==> src/rtl/kf6845_address_generator_if.sv <==
// Refresh-address bus between the CRTC timing stages and the MA generator.
// master drives timing and register values; slave returns MA, row start and cursor match.
interface kf6845_address_generator_if #(
  parameter int MA_WIDTH = 14,
  parameter int HD_WIDTH = 8
);
  logic                video_clock_enable;
  logic [MA_WIDTH-1:0] start_address;
  logic [HD_WIDTH-1:0] horizontal_displayed;
  logic                horizontal_end;
  logic                last_raster_of_row;
  logic                frame_end;
  logic [MA_WIDTH-1:0] cursor_address;
  logic [MA_WIDTH-1:0] MA;
  logic [MA_WIDTH-1:0] row_start_address;
  logic                cursor_match;

  modport master (
    output video_clock_enable, start_address, horizontal_displayed,
           horizontal_end, last_raster_of_row, frame_end, cursor_address,
    input  MA, row_start_address, cursor_match
  );

  modport slave (
    input  video_clock_enable, start_address, horizontal_displayed,
           horizontal_end, last_raster_of_row, frame_end, cursor_address,
    output MA, row_start_address, cursor_match
  );
endinterface

==> src/rtl/kf6845_address_generator.sv <==
// KF6845 refresh memory address generator: row start tracking plus per-character MA count.
// Optional registered cursor compare is built when KF6845_CURSOR_MATCH_EN is defined.
module kf6845_address_generator #(
  parameter int MA_WIDTH = 14,
  parameter int HD_WIDTH = 8
) (
  input  logic clock,
  input  logic reset,
  kf6845_address_generator_if.slave bus
);

  logic [MA_WIDTH-1:0] ma_reg;
  logic [MA_WIDTH-1:0] ma_next;
  logic [MA_WIDTH-1:0] row_start_reg;
  logic [MA_WIDTH-1:0] row_start_next;
  logic [MA_WIDTH-1:0] row_sum;

  // Single adder shared by the row-start register and MA on a row advance.
  assign row_sum = row_start_reg + MA_WIDTH'(bus.horizontal_displayed);

  always_comb begin
    ma_next        = ma_reg;
    row_start_next = row_start_reg;
    if (bus.video_clock_enable) begin
      if (bus.horizontal_end && bus.frame_end) begin
        row_start_next = bus.start_address;
        ma_next        = bus.start_address;
      end else if (bus.horizontal_end && bus.last_raster_of_row) begin
        row_start_next = row_sum;
        ma_next        = row_sum;
      end else if (bus.horizontal_end) begin
        ma_next        = row_start_reg;
      end else begin
        ma_next        = ma_reg + MA_WIDTH'(1);
      end
    end
  end

  always_ff @(posedge clock or posedge reset) begin
    if (reset) begin
      ma_reg        <= '0;
      row_start_reg <= '0;
    end else begin
      ma_reg        <= ma_next;
      row_start_reg <= row_start_next;
    end
  end

  assign bus.MA                = ma_reg;
  assign bus.row_start_address = row_start_reg;

`ifdef KF6845_CURSOR_MATCH_EN
  logic [MA_WIDTH-1:0] bit_equal;
  logic                cursor_match_reg;

  generate
    for (genvar gi = 0; gi < MA_WIDTH; gi++) begin : g_cmp
      assign bit_equal[gi] = ~(ma_reg[gi] ^ bus.cursor_address[gi]);
    end
  endgenerate

  // Compare runs every clock, so the match flag lags MA by exactly one clock.
  always_ff @(posedge clock or posedge reset) begin
    if (reset) cursor_match_reg <= 1'b0;
    else       cursor_match_reg <= &bit_equal;
  end

  assign bus.cursor_match = cursor_match_reg;
`else
  logic unused_cursor;
  assign unused_cursor    = ^bus.cursor_address;
  assign bus.cursor_match = 1'b0;
`endif

endmodule

==> src/flat_wrapper.sv <==
// flat-port wrapper written by rule: the top's interface ports become plain ports
module kf6845_address_generator_flat 
#(
  parameter int MA_WIDTH = 14,
  parameter int HD_WIDTH = 8
)
  (clock, reset, bus_video_clock_enable, bus_start_address, bus_horizontal_displayed, bus_horizontal_end, bus_last_raster_of_row, bus_frame_end, bus_cursor_address, bus_MA, bus_row_start_address, bus_cursor_match);
  kf6845_address_generator_if #(.MA_WIDTH(MA_WIDTH), .HD_WIDTH(HD_WIDTH)) bus_i ();
  input  logic clock;
  input  logic reset;
  input wire logic [$bits(bus_i.video_clock_enable)-1:0] bus_video_clock_enable;
  input wire logic [$bits(bus_i.start_address)-1:0] bus_start_address;
  input wire logic [$bits(bus_i.horizontal_displayed)-1:0] bus_horizontal_displayed;
  input wire logic [$bits(bus_i.horizontal_end)-1:0] bus_horizontal_end;
  input wire logic [$bits(bus_i.last_raster_of_row)-1:0] bus_last_raster_of_row;
  input wire logic [$bits(bus_i.frame_end)-1:0] bus_frame_end;
  input wire logic [$bits(bus_i.cursor_address)-1:0] bus_cursor_address;
  output wire logic [$bits(bus_i.MA)-1:0] bus_MA;
  output wire logic [$bits(bus_i.row_start_address)-1:0] bus_row_start_address;
  output wire logic [$bits(bus_i.cursor_match)-1:0] bus_cursor_match;
  assign bus_i.video_clock_enable = bus_video_clock_enable;
  assign bus_i.start_address = bus_start_address;
  assign bus_i.horizontal_displayed = bus_horizontal_displayed;
  assign bus_i.horizontal_end = bus_horizontal_end;
  assign bus_i.last_raster_of_row = bus_last_raster_of_row;
  assign bus_i.frame_end = bus_frame_end;
  assign bus_i.cursor_address = bus_cursor_address;
  assign bus_MA = bus_i.MA;
  assign bus_row_start_address = bus_i.row_start_address;
  assign bus_cursor_match = bus_i.cursor_match;
  kf6845_address_generator #(.MA_WIDTH(MA_WIDTH), .HD_WIDTH(HD_WIDTH)) u_core (.clock(clock), .reset(reset), .bus(bus_i));
endmodule
==> config.mk <==
export PLATFORM = sky130hd
export DESIGN_NAME = kf6845_address_generator_flat
export DESIGN_NICKNAME = d
export VERILOG_FILES = /design/src/rtl/kf6845_address_generator_if.sv /design/src/rtl/kf6845_address_generator.sv /design/src/flat_wrapper.sv
export SDC_FILE = /design/constraint.sdc
export NUM_CORES = 1
export LEC_CHECK = 0
export ABC_CLOCK_PERIOD_IN_PS = 5400
export BUFFER_PORTS_ARGS = -buffer_cell sky130_fd_sc_hd__buf_2
export CELL_PAD_IN_SITES_DETAIL_PLACEMENT = 2
export CELL_PAD_IN_SITES_GLOBAL_PLACEMENT = 2
export CORE_ASPECT_RATIO = 2
export CORE_MARGIN = 1
export CORE_UTILIZATION = 31
export DETAILED_ROUTE_END_ITERATION = 7
export PLACE_DENSITY = 0.93
export SYNTH_ARGS = -nofsm -noshare
export SYNTH_HDL_FRONTEND = slang
export SYNTH_SLANG_ARGS = --single-unit
==> constraint.sdc <==
create_clock -name clock -period 5.4 [get_ports clock]
set_input_delay 1.08 -clock clock [delete_from_list [all_inputs] [get_ports clock]]
set_output_delay 1.08 -clock clock [all_outputs]
set_load 0.02 [all_outputs]
==> results by group <==
Layout
  • Antenna Cells: 0
  • Final Util: 0.382
  • Fin cells: roughly 430
  • Ratio of cells with drive above 1 in the final layout: 0.202
  • Nets: 390
  • P&R area growth vs syn: 19.1%
  • # fillers: between 800 and 900

Clocking
  • Total CTS buffers: 3
  • H-tree depth: 1
  • CTS root buf: clkbuf_16
  • Postcts setup bufs: 0
  • Reg clk slew, reported paths: approximately 80 ps
  • CTS Hold Bufs: 0
  • Post-cts sizing count: 0
  • Clock latency on the worst-skew pair: 270 ps
  • CTS tree: yes
  • Longest Clk Path Bufs: 2
  • CTS sink cnt: 28

Timing
  • Slew Limit Fails: 0
  • Minimum clock period: 3130 ps
  • Peak Freq: approximately 320 MHz
  • Final worst-path cycle share: 0.580
  • Rel. slew slack: 0.309
  • Hold Fails Final Rpt: 0
  • Unrepaired setup endpoints after global routing: no
  • Clk_skew: 2.08 ps
  • Setup Viol. Count Final: 0
  • Worst slew pin tran: roughly 1000 ps
  • Setup TNS: 0 ps

Critical path
  • Required @ worst endpoint: between 5000 and 6000 ps
  • Setup crit end kind: register
  • Critical path arrival: between 3000 and 4000 ps
  • Crit-path max FO: just over 40
  • Critical path class: primary input to register
  • Flop-to-flop setup slack: 2860 ps
  • Startpoint types: primary input

Die
  • DIE HEIGHT: approximately 120 um
  • Rows: between 40 and 50
  • Top Ports: ~70
  • Core Region: around 7200 um2
  • Die Wd: ~63 um
  • Die area: roughly 8000 um2
  • Starting Density: 0.320

Placement
  • Placed cells: about 430
  • Final HPWL from detailed placement: between 6 and 7 mm
  • I/O Buffers: 55
  • Final GP Congestion: 0.879

Logic synthesis
  • Net Count, Synth: ~350
  • Asr flop ratio synth: 1.00
  • Avg Cell Area, Syn: ~7.9 um2
  • Post-synth EDFFs: 0
  • Main flop type after synthesis: dfrtp_1
  • Sequential fraction of the synthesis area: 0.303
  • Mapped cell area: about 2300 um2
  • Ys Warns: 0
  • Register bit total from synthesis: 28
  • Unique cell type count in the Yosys netlist: 54
  • Synth Instances: 293

Status
  • Status: finished clean

Detailed routing
  • Vias per std cell: 5.97
  • 1st-iter DRT viols: 75
  • Drt pass-1 iters: 4
  • Drt wl/cell: around 21 um
  • Vias: around 2600
  • DRC violations left: 0
  • Routed Antenna Nets: 0
  • Total Wirelength: between 9 and 10 mm

Global routing
  • GRT Total Usage: 0.239
  • Initial antenna violation count: 0
  • Vias in the first global route: around 2800
  • Largest net degree at the start of global routing: between 40 and 50
  • Global-route wire length before repair: between 10 and 15 mm
  • GRT Residual Overflow: 0

Power
  • Overall power: between 1 and 1.5 mW
  • Power per cell area: 461 nW/um2
  • Peak supply drop: 172 uV
  • Static leakage: roughly 1.2 nW

Worst hold path
  • Class of the worst hold path: register to register

Job
  • Max-cap violations: 0
[area by class of cell]
type / count / area, um2 / area share
clock buffers: 3 / 75.1 / 0.0273
clock inverters: 1 / 30.0 / 0.0109
inverters: 15 / 56.3 / 0.0205
multi-input cells: 233 / 1480 / 0.539
flip-flops and latches: 28 / 701 / 0.255
well taps: 92 / 115 / 0.0418
repair buffers: 57 / 290 / 0.106
[report_power, final]
part	internal, mW	switching [mW]
clock network	0.148	0.0845
logic	0.242	0.420
registers	0.272	0.102
[stage by stage]
stage,hold WS (ps),worst slack [ps],area [um2]
detailed placement,543,2110,2650
global placement,529,2200,2650
floorplan,625,2680,2310
global route,597,2130,2750
CTS,570,2350,2750
finish,568,2270,2750
[final timing paths]
check | from | cells past startpoint | end
max in group asynchronous | reset | 3 | u_core.bus.row_start_address[1]
hold reg to reg | u_core.bus.MA[10] | 2 | u_core.bus.MA[10]
setup / recovery | bus_video_clock_enable | 6 | u_core.bus.row_start_address[12]
min in group asynchronous | reset | 3 | u_core.bus.MA[9]
setup reg to reg | u_core.bus.row_start_address[0] | 7 | u_core.bus.MA[12]
hold / removal | u_core.bus.MA[10] | 2 | u_core.bus.MA[10]
[synthesized netlist by cell type (3+ instances only)]
master    number  area share
xnor2_1        5       0.019
inv_1         15       0.024
xor2_1         8       0.030
o21ai_0       23       0.050
a21oi_1       19       0.041
a211oi_1       3      0.0098
nor3_1         6       0.013
o221ai_1       3       0.011
clkbuf_1      15       0.024
nor2b_1        3      0.0081
nand4_1        4       0.011
mux2i_1        4       0.017
a21o_1         4       0.013
nand2_1       31       0.050
nand3_1       12       0.026
o311ai_0       6       0.023
o211ai_1       8       0.026
nor4_1         3      0.0081
dfrtp_1       28        0.30
nor3b_1        3      0.0098
ha_1           9       0.049
o22ai_1        7       0.019
or3_1          3      0.0081
nor2_1        27       0.044
a31oi_1        7       0.019
[cell usage in the layout, fill, tap and decap left out, types with 2 or more instances in the layout]
| master | netlist | final |
|---|---|---|
| a21o_1 | 4 | 4 |
| and3_1 | 2 | 2 |
| o22ai_1 | 7 | 7 |
| inv_1 | 15 | 15 |
| nand2b_1 | 2 | 2 |
| a211oi_1 | 3 | 3 |
| o2111ai_1 | 2 | 2 |
| buf_4 | 1 | 2 |
| or3_1 | 3 | 3 |
| a31oi_1 | 7 | 7 |
| buf_2 | 1 | 55 |
| o32a_1 | 2 | 2 |
| xor2_1 | 8 | 8 |
| mux2i_1 | 4 | 4 |
| dfrtp_1 | 28 | 28 |
| nand2_1 | 31 | 31 |
| nand3_1 | 12 | 12 |
| a22oi_1 | 2 | 2 |
| a2bb2oi_1 | 2 | 2 |
| nor2_1 | 27 | 27 |
| a211o_1 | 2 | 2 |
| o21ai_0 | 23 | 23 |
| nor4_1 | 3 | 3 |
| a21oi_1 | 19 | 19 |
| o211ai_1 | 8 | 8 |
| o221ai_1 | 3 | 3 |
| ha_1 | 9 | 9 |
| o311ai_0 | 6 | 6 |
| nand4_1 | 4 | 4 |
| nor2b_1 | 3 | 3 |
| nor3_1 | 6 | 6 |
| nor3b_1 | 3 | 3 |
| clkbuf_16 | 0 | 3 |
| xnor2_1 | 5 | 5 |
| o31ai_1 | 2 | 2 |
[per-layer routing]
| layer | global-route usage | vias up | wire length, um |
|---|---|---|---|
| met5 | 0 | - | 0 |
| met1 | 0.257 | 1299 | 3460 |
| met2 | 0.455 | 68 | 5090 |
| met3 | 0.0192 | 17 | 240 |
| met4 | 0.124 | 0 | 281 |
| li1 | - | 1176 | - |
[flip-flops by register name, summed over array words and instances (netlist names)]
register                      count
u_core.bus.row_start_address     14
u_core.bus.MA                    14
[critical path: stages]
cell and delay (ps):
buf_2 560, o211ai_1 520, nor2_1 590, nand2_1 200, o31ai_1 230, a31oi_1 70
[logic make-up (layout without fill, tap and decap cells)]
logic type / count (synthesis) / after routing / synth area share
fa+ha+maj: 10 / 10 / 0.0574
other cells: 1 / 1 / 0.00162
compound gates: 102 / 102 / 0.296
buf+inv: 32 / 76 / 0.0542
flops: 28 / 28 / 0.303
simple gates: 102 / 102 / 0.216
xor+xnor: 13 / 13 / 0.0493
mux: 5 / 5 / 0.0222
No activity file was read; power rests on OpenSTA's default activity.
